## config.mk

```make
export PLATFORM = sky130hd
export DESIGN_NAME = fifo_wr_arbiter
export DESIGN_NICKNAME = d
export VERILOG_FILES = /design/src/rtl/fifo_wr_arbiter.sv
export SDC_FILE = /design/constraint.sdc
export NUM_CORES = 1
export LEC_CHECK = 0
export CAP_MARGIN = 0
export CORE_UTILIZATION = 38
export DETAILED_ROUTE_END_ITERATION = 10
export PLACE_DENSITY_LB_ADDON = 0.15
export SETUP_SLACK_MARGIN = 0.1
export SKIP_CTS_REPAIR_TIMING = 1
export SLEW_MARGIN = 10
export SYNTH_ARGS = -nofsm -noshare
export SYNTH_HDL_FRONTEND = slang
export SYNTH_SLANG_ARGS = --single-unit
```

## constraint.sdc

```tcl
create_clock -name clk_in -period 4.6 [get_ports clk_in]
set_clock_uncertainty 0.05 [all_clocks]
set_input_delay 0.69 -clock clk_in [delete_from_list [all_inputs] [get_ports clk_in]]
set_output_delay 0.69 -clock clk_in [all_outputs]
set_load 0.01 [all_outputs]
```

## src/rtl/fifo_wr_arbiter.sv

```systemverilog
// Round-robin write arbiter feeding one shared FIFO, with credit-based full tracking.
// Optional FIFO_ARB_PRIO0_EN: requester 0 becomes strict high-priority.
module fifo_wr_arbiter #(
    parameter int unsigned N_REQ = 4,
    parameter int unsigned DW    = 8,
    parameter int unsigned DEPTH = 16,
    parameter int unsigned CW    = 5
) (
    input  logic                clk_in,
    input  logic                rst,
    input  logic [N_REQ-1:0]    req_valid,
    input  logic [N_REQ*DW-1:0] req_data,
    output logic [N_REQ-1:0]    req_ready,
    output logic [DW-1:0]       fifo_data,
    output logic                fifo_wrreq,
    input  logic                fifo_pop,
    output logic [CW-1:0]       credit_used,
    output logic [2:0]          grant_id,
    output logic                underflow_err
);

    logic [2:0]    rr_ptr_q, rr_ptr_d;
    logic [CW-1:0] credit_q, credit_d;
    logic [DW-1:0] data_q;
    logic          wrreq_q;
    logic [2:0]    gid_q;
    logic          uf_q, uf_d;

    logic          found;
    logic [2:0]    win;
    logic          credit_ok;
    logic          grant;
    logic          ptr_upd;

    // Winner search; the grant itself is qualified by credit and reset below.
    always_comb begin
        found   = 1'b0;
        win     = 3'd0;
        ptr_upd = 1'b1;
`ifdef FIFO_ARB_PRIO0_EN
        if (req_valid[0]) begin
            found   = 1'b1;
            win     = 3'd0;
            ptr_upd = 1'b0;
        end else begin
            for (int off = 0; off < N_REQ; off++) begin
                if (!found && (((int'(rr_ptr_q) + off) % N_REQ) != 0)
                        && req_valid[(int'(rr_ptr_q) + off) % N_REQ]) begin
                    found = 1'b1;
                    win   = 3'((int'(rr_ptr_q) + off) % N_REQ);
                end
            end
        end
`else
        for (int off = 0; off < N_REQ; off++) begin
            if (!found && req_valid[(int'(rr_ptr_q) + off) % N_REQ]) begin
                found = 1'b1;
                win   = 3'((int'(rr_ptr_q) + off) % N_REQ);
            end
        end
`endif
    end

    // Gating with rst guarantees no handshake completes during a reset cycle.
    assign credit_ok = (credit_q < CW'(DEPTH)) && !rst;
    assign grant     = found && credit_ok;

    always_comb begin
        req_ready = '0;
        if (grant) begin
            req_ready[win] = 1'b1;
        end
    end

    always_comb begin
        rr_ptr_d = rr_ptr_q;
        if (grant && ptr_upd) begin
            rr_ptr_d = 3'((int'(win) + 1) % N_REQ);
        end
    end

    // A pop frees its credit only from the next cycle; grant+pop cancel out.
    always_comb begin
        credit_d = credit_q;
        uf_d     = uf_q;
        unique case ({grant, fifo_pop})
            2'b10: credit_d = credit_q + CW'(1);
            2'b01: begin
                if (credit_q == '0) begin
                    uf_d = 1'b1;
                end else begin
                    credit_d = credit_q - CW'(1);
                end
            end
            2'b11: begin
                if (credit_q == '0) begin
                    uf_d = 1'b1;
                end
            end
            default: ;
        endcase
    end

    always_ff @(posedge clk_in) begin
        if (rst) begin
            rr_ptr_q <= 3'd0;
            credit_q <= '0;
            data_q   <= '0;
            wrreq_q  <= 1'b0;
            gid_q    <= 3'd0;
            uf_q     <= 1'b0;
        end else begin
            rr_ptr_q <= rr_ptr_d;
            credit_q <= credit_d;
            uf_q     <= uf_d;
            wrreq_q  <= grant;
            if (grant) begin
                data_q <= req_data[win*DW +: DW];
                gid_q  <= win;
            end
        end
    end

`ifndef SYNTHESIS
    always_ff @(posedge clk_in) begin
        if (!rst) begin
            assert (credit_q <= CW'(DEPTH));
            assert ($onehot0(req_ready));
        end
    end
`endif

    assign fifo_data     = data_q;
    assign fifo_wrreq    = wrreq_q;
    assign credit_used   = credit_q;
    assign grant_id      = gid_q;
    assign underflow_err = uf_q;

endmodule

```

==> metrics.md, run 1 <==
| Metric | Value |
|---|---|
| Pwr Density | 367.3 nW/µm² |
| First-pass GRT wire length | 5023 µm |
| Full die area | 3349 µm² |
| Sequential share of power | 36.9% |
| Largest net degree at the start of global routing | 19 |
| EDFF count, synth | 0 |
| Status | completed |
| GRT Resource Usage Total | 19.17% |
| Critical Path Sink Type | output port |
| Hold path endpoint | grant_id[0] |
| Core ar. | 2853 µm² |
| Post-DP HPWL | 2400 µm |
| R2R Setup Slk | 2.42 ns |
| Routability cong. | 0.8801 |
| Switch share | 36.01% |
| Fmax | 0.2696 GHz |
| Max IR drop VDD | 0.0001849 V |
| Syn. warnings | 0 |
| Final Routed Wirelength | 3082 µm |
| Seq/Total Area, Yosys | 32.07% |
| Final net count | 237 |
| Period utilization | 80.64% |
| Fin. max-slew vios | 0 |
| Unrepaired setup endpoints after global routing | no |
| Io pins | 61 |
| Max H-tree Level | 1 |
| Clock power frac | 12.7% |
| Buffer depth of the longest clock path | 2 |
| Via count | 1209 |
| Die height | 57.87 µm |
| CTS buffer count | 3 |
| Initial antenna violation count | 0 |
| R2r worst-path depth | 8 |
| Final cell count without fillers | 223 |
| Worst R2R End | credit_used[4] |
| # fillers | 261 |
| Vias in the first global route | 1139 |
| HP Start | grant_id[0] |
| Number of synthesized register bits | 19 |
| Post-DRT Antenna Nets | 0 |
| Worst endpoint data arrival time | 2.97 ns |
| Layout area overhead | 53.06% |
| Chip Width | 57.87 µm |
| Tmin final | 3.709 ns |
| Initial Utilization | 41.58% |
| Clock Latency Late Sink | 0.29 ns |
| Root buffer cell | clkbuf_4 |
| Layout cell share with drive strength beyond 1 | 5.729% |
| RR Startpoint | credit_used[4] |
| MaxCap Viol Count | 0 |
| Row count | 19 |
| Initial DRC count | 56 |
| Part of the power in combinational logic | 50.4% |
| Pre-antenna DRT Iters | 4 |
| Pleak | 0.7680 nW |
| Final TNS setup | 0 ns |
| Post-Synthesis Cells | 136 |
| Worst Path Required | 3.86 ns |
| Top FF cell, synth | dfxtp_1 |
| DRC errors left | 0 |
| Crit-path max FO | 18 |
| Post-route cell area | 1815 µm² |
| Max_slew headroom | 67.27% |
| Worst Max-Slew Pin Slew | 0.4865 ns |
| Num Clock Sinks | 19 |
| Distinct cells, synth | 39 |
| Hold slack | 0.4287 ns |
| Mean Syn Cell Area | 8.722 µm² |
| ANT cells | 0 |
| Internal power | 426.7 µW |
| Routed length per instance | 13.82 µm |
| Endpoints failing setup | 0 |
| CTS tree | yes |
| Min-Delay Path Class | register to register |
| Hold depth | 2 |
| CP startpoint kind | input port |
| Area of placed instances | 1788 µm² |
| Placed cell count | 219 |
| Psw | 240.1 µW |
| CP Class | input port to output port |
| Clock transition at the registers of the reported paths | 0.11 ns |
| Pre-CTS setup slack | 0.8989 ns |
| Buffers on Ports | 59 |
| Syn Std Cell Area | 1186 µm² |
| Vias per inst | 5.422 |
| Syn Nets | 180 |
| PnR worst setup slack | 0.8908 ns |
| Asr flop ratio synth | 0% |
| Fin. Hold Viols | 0 |
| Gr ovfl total | 0 |
==> worst max-delay path, cell delays in order <==
cell and delay, ns:
clkdlybuf4s50_1 0.56, nor2b_1 0.08, a21boi_0 0.16, o32ai_4 0.27
buf_4 0.34, ha_1 0.19, and3_1 0.14, clkdlybuf4s50_1 0.53
==> synthesized netlist by cell type, types with 2 or more instances <==
library cell	count	share of area, %
a21oi_1	3	1.3
and3_1	4	2.1
buf_4	4	2.5
clkbuf_1	2	0.63
dfxtp_1	19	32
ha_1	5	5.3
inv_1	5	1.6
mux2i_1	17	14
nand2_1	8	2.5
nand3_1	15	6.3
nor2_1	10	3.2
nor2b_1	4	2.1
nor3_1	2	0.84
nor4_1	2	1.1
o21ai_0	4	1.7
o221ai_1	8	5.9
xnor2_1	2	1.5
==> placed cells by master, fill, tap and decap left out, types with 2 or more instances in the layout <==
master	count
nand3_1	15
and3_1	4
nor3_1	2
nand2_1	8
mux2i_1	17
xnor2_1	2
nor2b_1	4
o21ai_0	4
nor2_1	10
dfxtp_1	19
a21oi_1	3
inv_1	5
clkdlybuf4s50_1	59
ha_1	5
nor4_1	2
o221ai_1	8
clkbuf_4	3
==> cell families after synthesis <==
group           synth area share [%]
compound gates                 16.56
flops                          32.07
mux                            15.30
buf+inv                        6.118
fa+ha+maj                      5.274
other cells                   0.3162
xor+xnor                       1.477
simple gates                   22.89
==> metal layers <==
metal,track usage (%),part of all wire [%],up-vias
li1,-,-,611
met2,34.65,51,51
met4,4.082,0.52,0
met1,22.76,42,545
met5,0,0,-
met3,4.911,7.3,2
==> power by group through the flow <==
stage	clock [mW]	combinational [mW]	sequential [mW]
2_1_floorplan	0	0.172	0.257
3_3_place_gp	0	0.329	0.247
3_5_place_dp	0	0.338	0.249
4_1_cts	0.0872	0.340	0.246
5_1_grt	0.0974	0.368	0.253
6_report	0.0847	0.336	0.246
==> metrics by stage <==
stage,util (%),power [mW]
floorplan,-,0.4291
global placement,62.68,0.5759
detailed placement,62.68,0.5870
CTS,63.64,0.6732
global route,63.64,0.7182
finish,63.64,0.6668
==> flip-flops by register name, indices dropped and copies added (netlist names) <==
register       count
fifo_wrreq         1
rr_ptr_q           2
fifo_data          8
grant_id           2
credit_used        5
underflow_err      1
==> final cells by class <==
type / instances / area, µm² / area share, %
multi-input cells: 104 / 752.0 / 41.42
repair buffers: 60 / 598.1 / 32.94
flip-flops and latches: 19 / 380.4 / 20.95
well taps: 31 / 38.79 / 2.136
clock buffers: 3 / 22.52 / 1.241
inverters: 5 / 18.77 / 1.034
clock inverters: 1 / 5.005 / 0.2757
==> worst max-delay path by stage <==
stage / start / to / slack [ns] / depth (start not counted)
global route: req_valid[1] / req_ready[0] / 0.77 / 8
finish: req_valid[1] / req_ready[0] / 0.89 / 8
floorplan: req_valid[2] / req_ready[3] / 1.90 / 8
global placement: req_valid[1] / req_ready[0] / 0.97 / 8
CTS: req_valid[1] / req_ready[0] / 0.89 / 8
detailed placement: req_valid[1] / req_ready[0] / 0.90 / 8
No activity file was read; power rests on OpenSTA's default activity.
==> run 2: changes to the inputs <==
clock period = 3.63 ns   (was 4.6 ns; I/O delays follow)
==> run 2 against run 1 <==
  * Critical path depth is the same
  * Clock power up 25%
  * Largest power group unchanged
  * Highest routed layer unchanged
  * Clock-buffer cell count rose by 1
  * Setup slack lost 0.49 ns
  * Critical path type unchanged
  * Cell count up 0.90%
  * Worst hold slack better by 0.0081 ns
  * Register-to-register slack lost 1.1 ns
  * Power is 27% higher
  * Critical endpoint is now req_ready[3]
==> metrics.md, run 2 (same netlist as run 1, synthesis figures left out) <==
| Metric | Value |
|---|---|
| Status | completed |
| Final net count | 239 (+0.84%) |
| Num Clock Sinks | 19 (unchanged) |
| Commonest non-fill, non-tap cell in the layout | clkdlybuf4s50_1 |
| Psw | 301.8 µW (+26%) |
| Initial Utilization | 41.58% (unchanged) |
| Max IR drop VDD | 0.0002444 V (+32%) |
| Fin. Hold Viols | 0 (unchanged) |
| Worst Path Required | 3.04 ns (-0.82 ns) |
| GRT Resource Usage Total | 19.41% (+0.24 points) |
| CP Class | input port to output port |
| Vias per inst | 5.480 (+1.1%) |
| Die height | 57.87 µm (unchanged) |
| Max reg flops | 8 (unchanged) |
| Worst Max-Slew Pin Slew | 0.5461 ns (+0.05959 ns) |
| Final TNS setup | 0 ns (unchanged) |
| Initial DRC count | 45 (-20%) |
| CTS buffer count | 3 (unchanged) |
| Pleak | 0.7747 nW (+0.88%) |
| Commonest non-fill, non-tap cells in the layout | 59 x clkdlybuf4s50_1, 19 x dfxtp_1, 17 x mux2i_1 |
| Clock Latency Late Sink | 0.29 ns (about the same) |
| Layout cell share with drive strength beyond 1 | 6.186% (+0.46 points) |
| Io pins | 61 (unchanged) |
| Fin. max-slew vios | 0 (unchanged) |
| Pwr Density | 462.6 nW/µm² (+26%) |
| R2R Setup Slk | 1.32 ns (-1.10 ns) |
| Max H-tree Level | 1 (unchanged) |
| Initial antenna violation count | 0 (unchanged) |
| Endpoints failing setup | 0 (unchanged) |
| Chip Width | 57.87 µm (unchanged) |
| Core ar. | 2853 µm² (unchanged) |
| Buffer depth of the longest clock path | 2 (unchanged) |
| Final Routed Wirelength | 3116 µm (+1.1%) |
| Crit-path max FO | 4 (-14) |
| Clock power frac | 12.5% (-0.2 points) |
| CTS tree | yes |
| CP startpoint kind | input port |
| Gr ovfl total | 0 (unchanged) |
| First-pass GRT wire length | 5106 µm (+1.7%) |
| Internal power | 544.3 µW (+28%) |
| Max_slew headroom | 63.26% (-4.0 points) |
| Period utilization | 88.87% |
| Critical Path Sink Type | output port |
| Min-Delay Path Class | register to register |
| Final core utilization | 64.12% (+0.48 points) |
| Largest net degree at the start of global routing | 18 (-1) |
| Sequential share of power | 36.8% (about the same) |
| Pre-antenna DRT Iters | 5 (+1) |
| Routed length per instance | 13.85 µm (+0.20%) |
| Routability cong. | 0.8542 (-2.9%) |
| Root buffer cell | clkbuf_4 |
| Unrepaired setup endpoints after global routing | no |
| Clock transition at the registers of the reported paths | 0.11 ns (about the same) |
| Post-DP HPWL | 2449 µm (+2.0%) |
| MaxCap Viol Count | 0 (unchanged) |
| DRC errors left | 0 (unchanged) |
| Part of the power in combinational logic | 50.7% (+0.3 points) |
| Full die area | 3349 µm² (unchanged) |
| Layout area overhead | 54.22% |
| Via count | 1233 (+2.0%) |
| Row count | 19 (unchanged) |
| ANT cells | 0 (unchanged) |
| Worst endpoint data arrival time | 2.63 ns (-0.34 ns) |
| Switch share | 35.67% (-0.34 points) |
| Post-DRT Antenna Nets | 0 (unchanged) |
| Vias in the first global route | 1207 (+6.0%) |
| Fmax | 0.3100 GHz |
| Tmin final | 3.226 ns |
| Buffers on Ports | 59 (unchanged) |
## run 2: cell types whose count changed in the layout (fill, tap and decap cells not counted)
cell / previous run / this run
clkbuf_1: 0 / 1
buf_4: 1 / 3
clkinv_2: 1 / 0
## run 2: metal layers
| metal | part of all wire [%] | global-route usage [%] | routed length, µm |
|---|---|---|---|
| met2 | 51 | 35.30 | 1580 |
| met5 | 0 | 0 | 0 |
| met3 | 6.2 | 5.134 | 192 |
| met1 | 42 | 21.96 | 1301 |
| met4 | 1.3 | 6.122 | 42 |
## run 2: final cells by class
cell class	count	area (µm²)
flip-flops and latches	19	380.4
inverters	5	18.77
multi-input cells	104	752.0
fillers	259	1023
clock buffers	4	26.28
repair buffers	62	613.1
well taps	31	38.79
## run 2: power by group through the flow
| stage | Clock (mW) | Sequential [mW] | Combinational [mW] |
|---|---|---|---|
| detailed placement | 0 | 0.315 | 0.431 |
| floorplan | 0 | 0.326 | 0.218 |
| finish | 0.106 | 0.311 | 0.429 |
| global route | 0.116 | 0.318 | 0.473 |
| CTS | 0.108 | 0.311 | 0.432 |
| global placement | 0 | 0.312 | 0.421 |
## run 2: worst max-delay path, stage by stage
cell             delay (ns)
clkdlybuf4s50_1        0.52
nor2b_1                0.19
a21boi_0               0.34
o32ai_4                0.14
inv_1                  0.10
ha_1                   0.13
and3_1                 0.14
clkdlybuf4s50_1        0.53
## run 2: final timing paths
check | startpoint | endpoint | cells after the start
setup / recovery | req_valid[2] | req_ready[3] | 8
hold / removal | grant_id[0] | grant_id[0] | 2
setup reg to reg | credit_used[4] | credit_used[4] | 7
hold reg to reg | grant_id[0] | grant_id[0] | 2
## run 2: through the flow
stage                     worst slack, ns  area, µm²  power [mW]  hold slack (ns)  instances
after global placement             0.4897       1803      0.7330           0.4002        221
after CTS                          0.4061       1829      0.8512           0.4427        225
after global routing               0.2234       1829      0.9073           0.4635        225
after detailed placement           0.4109       1803      0.7451           0.4212        221
final                              0.4039       1829      0.8462           0.4368        225
after floorplan                     1.221       1186      0.5438           0.4166        136
